## config.mk

```make
export PLATFORM = sky130hd
export DESIGN_NAME = sat_accum_bs_flat
export DESIGN_NICKNAME = d
export VERILOG_FILES = /design/src/rtl/sat_accum_bs_pkg.sv /design/src/rtl/sat_accum_bs_if.sv /design/src/rtl/sat_accum_bs_clip.sv /design/src/rtl/sat_accum_bs.sv /design/src/flat_wrapper.sv
export SDC_FILE = /design/constraint.sdc
export NUM_CORES = 1
export LEC_CHECK = 0
export ABC_CLOCK_PERIOD_IN_PS = 4700
export CAP_MARGIN = 20
export CORE_AREA = 2 2 85 87
export DETAILED_ROUTE_END_ITERATION = 8
export DIE_AREA = 0 0 87 89
export DONT_BUFFER_PORTS = 1
export PLACE_DENSITY = 0.43
export SLEW_MARGIN = 0
export SYNTH_ARGS = -nofsm -noshare
export SYNTH_HDL_FRONTEND = slang
export SYNTH_SLANG_ARGS = --single-unit
export TNS_END_PERCENT = 5
```

## constraint.sdc

```tcl
create_clock -name clk -period 4.7 [get_ports clk]
set_input_delay 0.94 -clock clk [delete_from_list [all_inputs] [get_ports clk]]
set_output_delay 0.94 -clock clk [all_outputs]
set_load 0.005 [all_outputs]
```

## src/rtl/sat_accum_bs_pkg.sv

```systemverilog
// ---------------------------------------------------------------------------
// sat_pkg
// Shared definitions for the saturating frame accumulator (sat_accum_bs).
//   sat_state_e : frame FSM states (IDLE, ACCUM, HOLD)
//   sat_max     : largest value representable in a w-bit clipped range
//   sat_min     : smallest value of that range; -sat_max when sym is set,
//                 otherwise the full two's-complement minimum
// ---------------------------------------------------------------------------
package sat_pkg;

    typedef enum logic [1:0] {
        IDLE  = 2'd0,
        ACCUM = 2'd1,
        HOLD  = 2'd2
    } sat_state_e;

    // The positive limit is the same for both range styles; sym is taken so
    // the pair (w, sym) can be handed unchanged to sat_max and sat_min.
    function automatic longint sat_max(input int w, input bit sym);
        longint lim;
        lim = (longint'(1) <<< (w - 1)) - longint'(1);
        return sym ? lim : lim;
    endfunction

    function automatic longint sat_min(input int w, input bit sym);
        return sym ? -sat_max(w, sym) : -(longint'(1) <<< (w - 1));
    endfunction

endpackage

```

## src/rtl/sat_accum_bs_if.sv

```systemverilog
// ---------------------------------------------------------------------------
// sat_accum_bs_if
// Sample-in / result-out handshake bundle for sat_accum_bs.
//   in_valid/in_ready/in_data/in_last  : sample stream (producer -> block)
//   out_valid/out_ready/out_data/out_sat: frame result (block -> consumer)
//   sat_count                          : saturated-frame statistics
// Modports: master = environment side, slave = accumulator side.
// ---------------------------------------------------------------------------
interface sat_accum_bs_if #(
    parameter int IN_W  = 8,
    parameter int OUT_W = 4,
    parameter int CNT_W = 16
);
    logic                    in_valid;
    logic                    in_ready;
    logic signed [IN_W-1:0]  in_data;
    logic                    in_last;
    logic                    out_valid;
    logic                    out_ready;
    logic signed [OUT_W-1:0] out_data;
    logic                    out_sat;
    logic [CNT_W-1:0]        sat_count;

    modport master (
        output in_valid, in_data, in_last, out_ready,
        input  in_ready, out_valid, out_data, out_sat, sat_count
    );

    modport slave (
        input  in_valid, in_data, in_last, out_ready,
        output in_ready, out_valid, out_data, out_sat, sat_count
    );
endinterface

```

## src/rtl/sat_accum_bs_clip.sv

```systemverilog
// ---------------------------------------------------------------------------
// sat_clip
// Combinational signed clipper from IW bits down to an OW-bit range.
//   i_d    : signed input value (IW bits)
//   o_q    : value clipped to [sat_min(OW), sat_max(OW)] (OW bits)
//   o_clip : high when the input lay outside the range
// Parameters: IW, OW (OW <= IW), SYMMETRIC (1: +/-max, 0: two's complement).
// ---------------------------------------------------------------------------
module sat_clip
    import sat_pkg::*;
#(
    parameter int IW        = 13,
    parameter int OW        = 12,
    parameter bit SYMMETRIC = 1'b1
) (
    input  logic signed [IW-1:0] i_d,
    output logic signed [OW-1:0] o_q,
    output logic                 o_clip
);
    localparam logic signed [IW-1:0] MAXV = IW'(sat_max(OW, SYMMETRIC));
    localparam logic signed [IW-1:0] MINV = IW'(sat_min(OW, SYMMETRIC));

    always_comb begin
        o_q    = OW'(i_d);
        o_clip = 1'b0;
        if (i_d > MAXV) begin
            o_q    = OW'(MAXV);
            o_clip = 1'b1;
        end else if (i_d < MINV) begin
            o_q    = OW'(MINV);
            o_clip = 1'b1;
        end
    end
endmodule

```

## src/rtl/sat_accum_bs.sv

```systemverilog
// ---------------------------------------------------------------------------
// sat_accum_bs
// Handshaked saturating frame accumulator. Samples of a frame are summed in a
// saturating ACC_W-bit accumulator; on the last sample the total is clipped to
// OUT_W bits and held in a registered output until the consumer takes it.
// Ports:
//   clk   : clock, rising edge
//   rst_b : synchronous active-low reset
//   sif   : sat_accum_bs_if.slave (sample stream, result stream, sat_count)
// Optional feature macro: SAT_ACCUM_STATS_EN -- when defined, sat_count counts
// accepted results flagged out_sat (wrapping); otherwise sat_count is 0.
// ---------------------------------------------------------------------------
module sat_accum_bs
    import sat_pkg::*;
#(
    parameter int IN_W      = 8,
    parameter int OUT_W     = 4,
    parameter int ACC_W     = 12,
    parameter bit SYMMETRIC = 1'b1,
    parameter int CNT_W     = 16
) (
    input  logic           clk,
    input  logic           rst_b,
    sat_accum_bs_if.slave  sif
);
    sat_state_e              r_state;
    sat_state_e              w_state_nxt;
    logic signed [ACC_W-1:0] r_acc;
    logic                    r_flag;
    logic                    r_out_valid;
    logic signed [OUT_W-1:0] r_out_data;
    logic                    r_out_sat;

    logic                    w_in_acc;
    logic                    w_out_acc;
    logic                    w_acc_load;
    logic                    w_frame_done;
    logic signed [ACC_W:0]   w_sum;
    logic signed [ACC_W-1:0] w_acc_clipped;
    logic                    w_acc_clip;
    logic signed [OUT_W-1:0] w_out_clipped;
    logic                    w_out_clip;

    // Input stalls only while a result is waiting and the consumer refuses it.
    assign sif.in_ready = !r_out_valid || sif.out_ready;
    assign w_in_acc     = sif.in_valid && sif.in_ready;
    assign w_out_acc    = r_out_valid && sif.out_ready;

    // One guard bit above the accumulator so the sum can never wrap.
    assign w_sum = $signed({r_acc[ACC_W-1], r_acc})
                 + $signed({{(ACC_W+1-IN_W){sif.in_data[IN_W-1]}}, sif.in_data});

    sat_clip #(
        .IW        (ACC_W + 1),
        .OW        (ACC_W),
        .SYMMETRIC (SYMMETRIC)
    ) u_acc_clip (
        .i_d    (w_sum),
        .o_q    (w_acc_clipped),
        .o_clip (w_acc_clip)
    );

    sat_clip #(
        .IW        (ACC_W),
        .OW        (OUT_W),
        .SYMMETRIC (SYMMETRIC)
    ) u_out_clip (
        .i_d    (w_acc_clipped),
        .o_q    (w_out_clipped),
        .o_clip (w_out_clip)
    );

    // Next-state and per-cycle control strobes.
    always_comb begin
        w_state_nxt  = r_state;
        w_acc_load   = 1'b0;
        w_frame_done = 1'b0;
        if (w_in_acc) begin
            w_acc_load   = !sif.in_last;
            w_frame_done = sif.in_last;
        end
        case (r_state)
            IDLE, ACCUM: begin
                if (w_in_acc)
                    w_state_nxt = sif.in_last ? HOLD : ACCUM;
            end
            HOLD: begin
                // In HOLD a sample can only be taken when out_ready is high,
                // so an accepted sample implies the result left too.
                if (w_in_acc)
                    w_state_nxt = sif.in_last ? HOLD : ACCUM;
                else if (w_out_acc)
                    w_state_nxt = IDLE;
            end
            default: w_state_nxt = IDLE;
        endcase
    end

    always_ff @(posedge clk) begin
        if (!rst_b) begin
            r_state     <= IDLE;
            r_acc       <= '0;
            r_flag      <= 1'b0;
            r_out_valid <= 1'b0;
            r_out_data  <= '0;
            r_out_sat   <= 1'b0;
        end else begin
            r_state <= w_state_nxt;
            if (w_acc_load) begin
                r_acc  <= w_acc_clipped;
                r_flag <= r_flag | w_acc_clip;
            end else if (w_frame_done) begin
                r_acc  <= '0;
                r_flag <= 1'b0;
            end
            // Output register stage: a new frame total overrides a result
            // leaving in the same cycle.
            if (w_frame_done) begin
                r_out_valid <= 1'b1;
                r_out_data  <= w_out_clipped;
                r_out_sat   <= r_flag | w_acc_clip | w_out_clip;
            end else if (w_out_acc) begin
                r_out_valid <= 1'b0;
            end
        end
    end

    assign sif.out_valid = r_out_valid;
    assign sif.out_data  = r_out_data;
    assign sif.out_sat   = r_out_sat;

`ifdef SAT_ACCUM_STATS_EN
    logic [CNT_W-1:0] r_sat_cnt;

    always_ff @(posedge clk) begin
        if (!rst_b)
            r_sat_cnt <= '0;
        else if (w_out_acc && r_out_sat)
            r_sat_cnt <= r_sat_cnt + 1'b1;
    end

    assign sif.sat_count = r_sat_cnt;
`else
    assign sif.sat_count = {CNT_W{1'b0}};
`endif

endmodule

```

## src/flat_wrapper.sv

```systemverilog
// flat-port wrapper written by rule: the top's interface ports become plain ports
module sat_accum_bs_flat import sat_pkg::*;
#(
    parameter int IN_W      = 8,
    parameter int OUT_W     = 4,
    parameter int ACC_W     = 12,
    parameter bit SYMMETRIC = 1'b1,
    parameter int CNT_W     = 16
)
  (clk, rst_b, sif_in_valid, sif_in_data, sif_in_last, sif_out_ready, sif_in_ready, sif_out_valid, sif_out_data, sif_out_sat, sif_sat_count);
  sat_accum_bs_if #(.IN_W(IN_W), .OUT_W(OUT_W), .CNT_W(CNT_W)) sif_i ();
  input  logic clk;
  input  logic rst_b;
  input wire logic [$bits(sif_i.in_valid)-1:0] sif_in_valid;
  input wire logic [$bits(sif_i.in_data)-1:0] sif_in_data;
  input wire logic [$bits(sif_i.in_last)-1:0] sif_in_last;
  input wire logic [$bits(sif_i.out_ready)-1:0] sif_out_ready;
  output wire logic [$bits(sif_i.in_ready)-1:0] sif_in_ready;
  output wire logic [$bits(sif_i.out_valid)-1:0] sif_out_valid;
  output wire logic [$bits(sif_i.out_data)-1:0] sif_out_data;
  output wire logic [$bits(sif_i.out_sat)-1:0] sif_out_sat;
  output wire logic [$bits(sif_i.sat_count)-1:0] sif_sat_count;
  assign sif_i.in_valid = sif_in_valid;
  assign sif_i.in_data = sif_in_data;
  assign sif_i.in_last = sif_in_last;
  assign sif_i.out_ready = sif_out_ready;
  assign sif_in_ready = sif_i.in_ready;
  assign sif_out_valid = sif_i.out_valid;
  assign sif_out_data = sif_i.out_data;
  assign sif_out_sat = sif_i.out_sat;
  assign sif_sat_count = sif_i.sat_count;
  sat_accum_bs #(.IN_W(IN_W), .OUT_W(OUT_W), .ACC_W(ACC_W), .SYMMETRIC(SYMMETRIC), .CNT_W(CNT_W)) u_core (.clk(clk), .rst_b(rst_b), .sif(sif_i));
endmodule
```

==> metrics.csv <==
metric;value;unit
status;complete, no violations;
Main synth FF type;dfxtp_1;
WS Path Type;in2reg;
HPWL Detailed;3110;um
Final min period;3.60;ns
drt pass-1 iters;4;
Starting Density;24.7;%
Die Span X;87;um
worst skew pair latency;0.26;ns
Yosys top cell by area;dfxtp_1;
# nets final;220;
Warnings, synthesis;0;
register area;380;um2
TNS Setup;0;ns
DRC viols;0;
skew final;0.00465;ns
max frequency;278;MHz
top cells by area, synth;dfxtp_1 23%, ha_1 9.1%, buf_4 7.2%;
initial antenna violation count;0;
Cell Pwr Density;346;mW/mm2
Buffers on Ports;0;
Hold Crit Start;u_core.r_flag;
Distinct cells, synth;62;
crit path max fanout;5;
layout cells sized above 1;6.22;%
final RePlAce weighted congestion;0.810;
Setup crit start;sif_in_data[0];
number of max-cap violations;0;
Async SR Flop Fraction;0;%
die height;89;um
# clock sinks;19;
Ant. Diodes;0;
hold_ws;0.479;ns
RSZ-0062 raised after global routing;false;
fillers;731;
CP max-delay cell;a311oi_1;
Critical Path Sink Type;register;
worst-margin pin slew;0.578;ns
antenna viol nets, final;0;
largest net degree at the start of global routing;18;
IO Pins;36;
Post-CTS Resized;0;
# H-tree levels;1;
GRT overflow;0;
DIE AREA;0.00774;mm2
area taken by multi-input logic gates;0.00115;mm2
Worst path top cell family by delay;compound AO/OA/AOI/OAI gates;
clock-pin slew on the worst setup and hold paths;0.07;ns
fin crit share;76.6;%
worst vdd ir;0.0000876;V
Detailed Route Iter0 Violations;40;
P_leak;0.671;nW
Seq/Total Area, Yosys;22.9;%
Via density;5.19;
Slew Viols, Final;0;
# Post-CTS Setup Buffers;0;
Routed Wire Length;3930;um
startpoint types;input port;
Layout area overhead;2.79;%
CTS root buf;clkbuf_8;
vias in the first global route;1279;
EDFF count, synth;0;
DR WL/cell;14.4;um
cell area after synthesis;0.00166;mm2
post-synthesis register bit count;19;
Critical Path, Cell by Cell;ha_1 -> inv_1 -> fa_1 -> and2b_1 -> o2111a_1 -> o21ai_1 -> a311oi_1 -> nand4_1 -> o31ai_1 -> a21oi_1 -> a221o_1;
WP buf/inv;1;
R2R Path Start;u_core.r_acc[0];
Post-Synthesis Cells;197;
Worst EP required;4.85;ns
Num CTS Buffers;3;
CTS tree;yes;
most common cell after layout, fill and taps aside;dfxtp_1;
first-pass GRT wire length;6310;um
Final Hold Fails;0;
Tot GR Track Use;10.2;%
CP arrival;3.75;ns
Hold WC Path Type;reg2reg;
max incr delay on CP;0.48;ns
average size of a mapped cell;8.42;um2
post-synth top area share;22.9;%
core area;0.00672;mm2
Core Rows;30;
max_slew headroom;61.2;%
final setup fails;0;
via count;1416;
Clock Path Buffers;2;
most frequent cells in the layout;19 x dfxtp_1, 16 x conb_1, 12 x nand2_1, 12 x ha_1, 10 x a21oi_1;
cts hold-fix bufs;0;
layout make-up:
class | count | share of cell area [%]
clock buffers | 4 | 2.64
inverters | 6 | 1.32
multi-input cells | 163 | 67.4
flip-flops and latches | 19 | 22.3
well taps | 80 | 5.87
repair buffers | 1 | 0.441
power by group:
group	internal [W]	leakage, nW	switching [W]
Clock	0.0000604	0.0228	0.0000575
Sequential	0.000182	0.156	0.0000148
Combinational	0.000114	0.492	0.000161
cells in the mapped netlist, drive strengths merged, types with 2 or more instances:
cell type and number:
a211oi 5, a21boi 3, a21o 3, a21oi 10, a221o 5, a22oi 5
a31o 2, a31oi 2, and2 6, and4 2, buf 21, clkbuf 3
dfxtp 19, ha 12, inv 6, maj3 2, nand2 12, nand3 5
nand3b 2, nand4 3, nor2 9, nor2b 7, o2111ai 2, o211ai 5
o21ai 8, o221a 4, o31a 2, o31ai 3, or2 2, or3 2
xnor2 2, xor2 2
routing by layer:
| layer | up-vias | track usage (%) | routed length, um |
|---|---|---|---|
| li1 | 719 | - | - |
| met1 | 642 | 14.3 | 1980 |
| met2 | 47 | 15.4 | 1660 |
| met3 | 8 | 2.68 | 195 |
| met4 | 0 | 3.27 | 89 |
| met5 | - | 0 | 0 |
flip-flops by register name (all words and copies together) (netlist names):
signal / count
u_core.r_acc: 12
u_core.r_flag: 1
u_core.sif.out_sat: 1
u_core.sif.out_valid: 1
u_core.sif.out_data: 4
stage by stage:
stage | power, W | worst slack [ns] | cell area [um2] | std cells | utilization [%]
2_1_floorplan | 0.000431 | 1.20 | 1710 | 212 | -
3_3_place_gp | 0.000482 | 0.955 | 1660 | 269 | 24.7
3_5_place_dp | 0.000472 | 0.889 | 1660 | 269 | 24.7
4_1_cts | 0.000592 | 1.14 | 1700 | 273 | 25.4
5_1_grt | 0.000635 | 0.843 | 1700 | 273 | 25.4
6_report | 0.000590 | 1.10 | 1700 | 273 | 25.4
final timing paths:
| path | slack [ns] | cells past startpoint | end |
|---|---|---|---|
| setup reg to reg | 1.42 | 11 | u_core.r_acc[6] |
| hold / removal | 0.48 | 2 | u_core.r_flag |
| hold reg to reg | 0.48 | 2 | u_core.r_flag |
| setup / recovery | 1.10 | 11 | u_core.r_acc[6] |
worst register-to-register path, cell delays in order (launching register included):
cell	delay (ns)
dfxtp_1	0.34
ha_1	0.17
inv_1	0.05
fa_1	0.39
and2b_1	0.25
o2111a_1	0.22
o21ai_1	0.13
a311oi_1	0.48
nand4_1	0.24
o31ai_1	0.31
a21oi_1	0.18
a221o_1	0.40
kinds of logic after synthesis:
| logic type | synth area share, % |
|---|---|
| AO/OA/AOI/OAI | 31.4 |
| AND/OR/NAND/NOR | 20.1 |
| buffers and inverters | 11.2 |
| flip-flops | 22.9 |
| adder cells (fa/ha/maj) | 11.5 |
| XOR/XNOR | 2.11 |
| other | 0.226 |
| multiplexers | 0.604 |
Power figures use the tool's default switching activity.
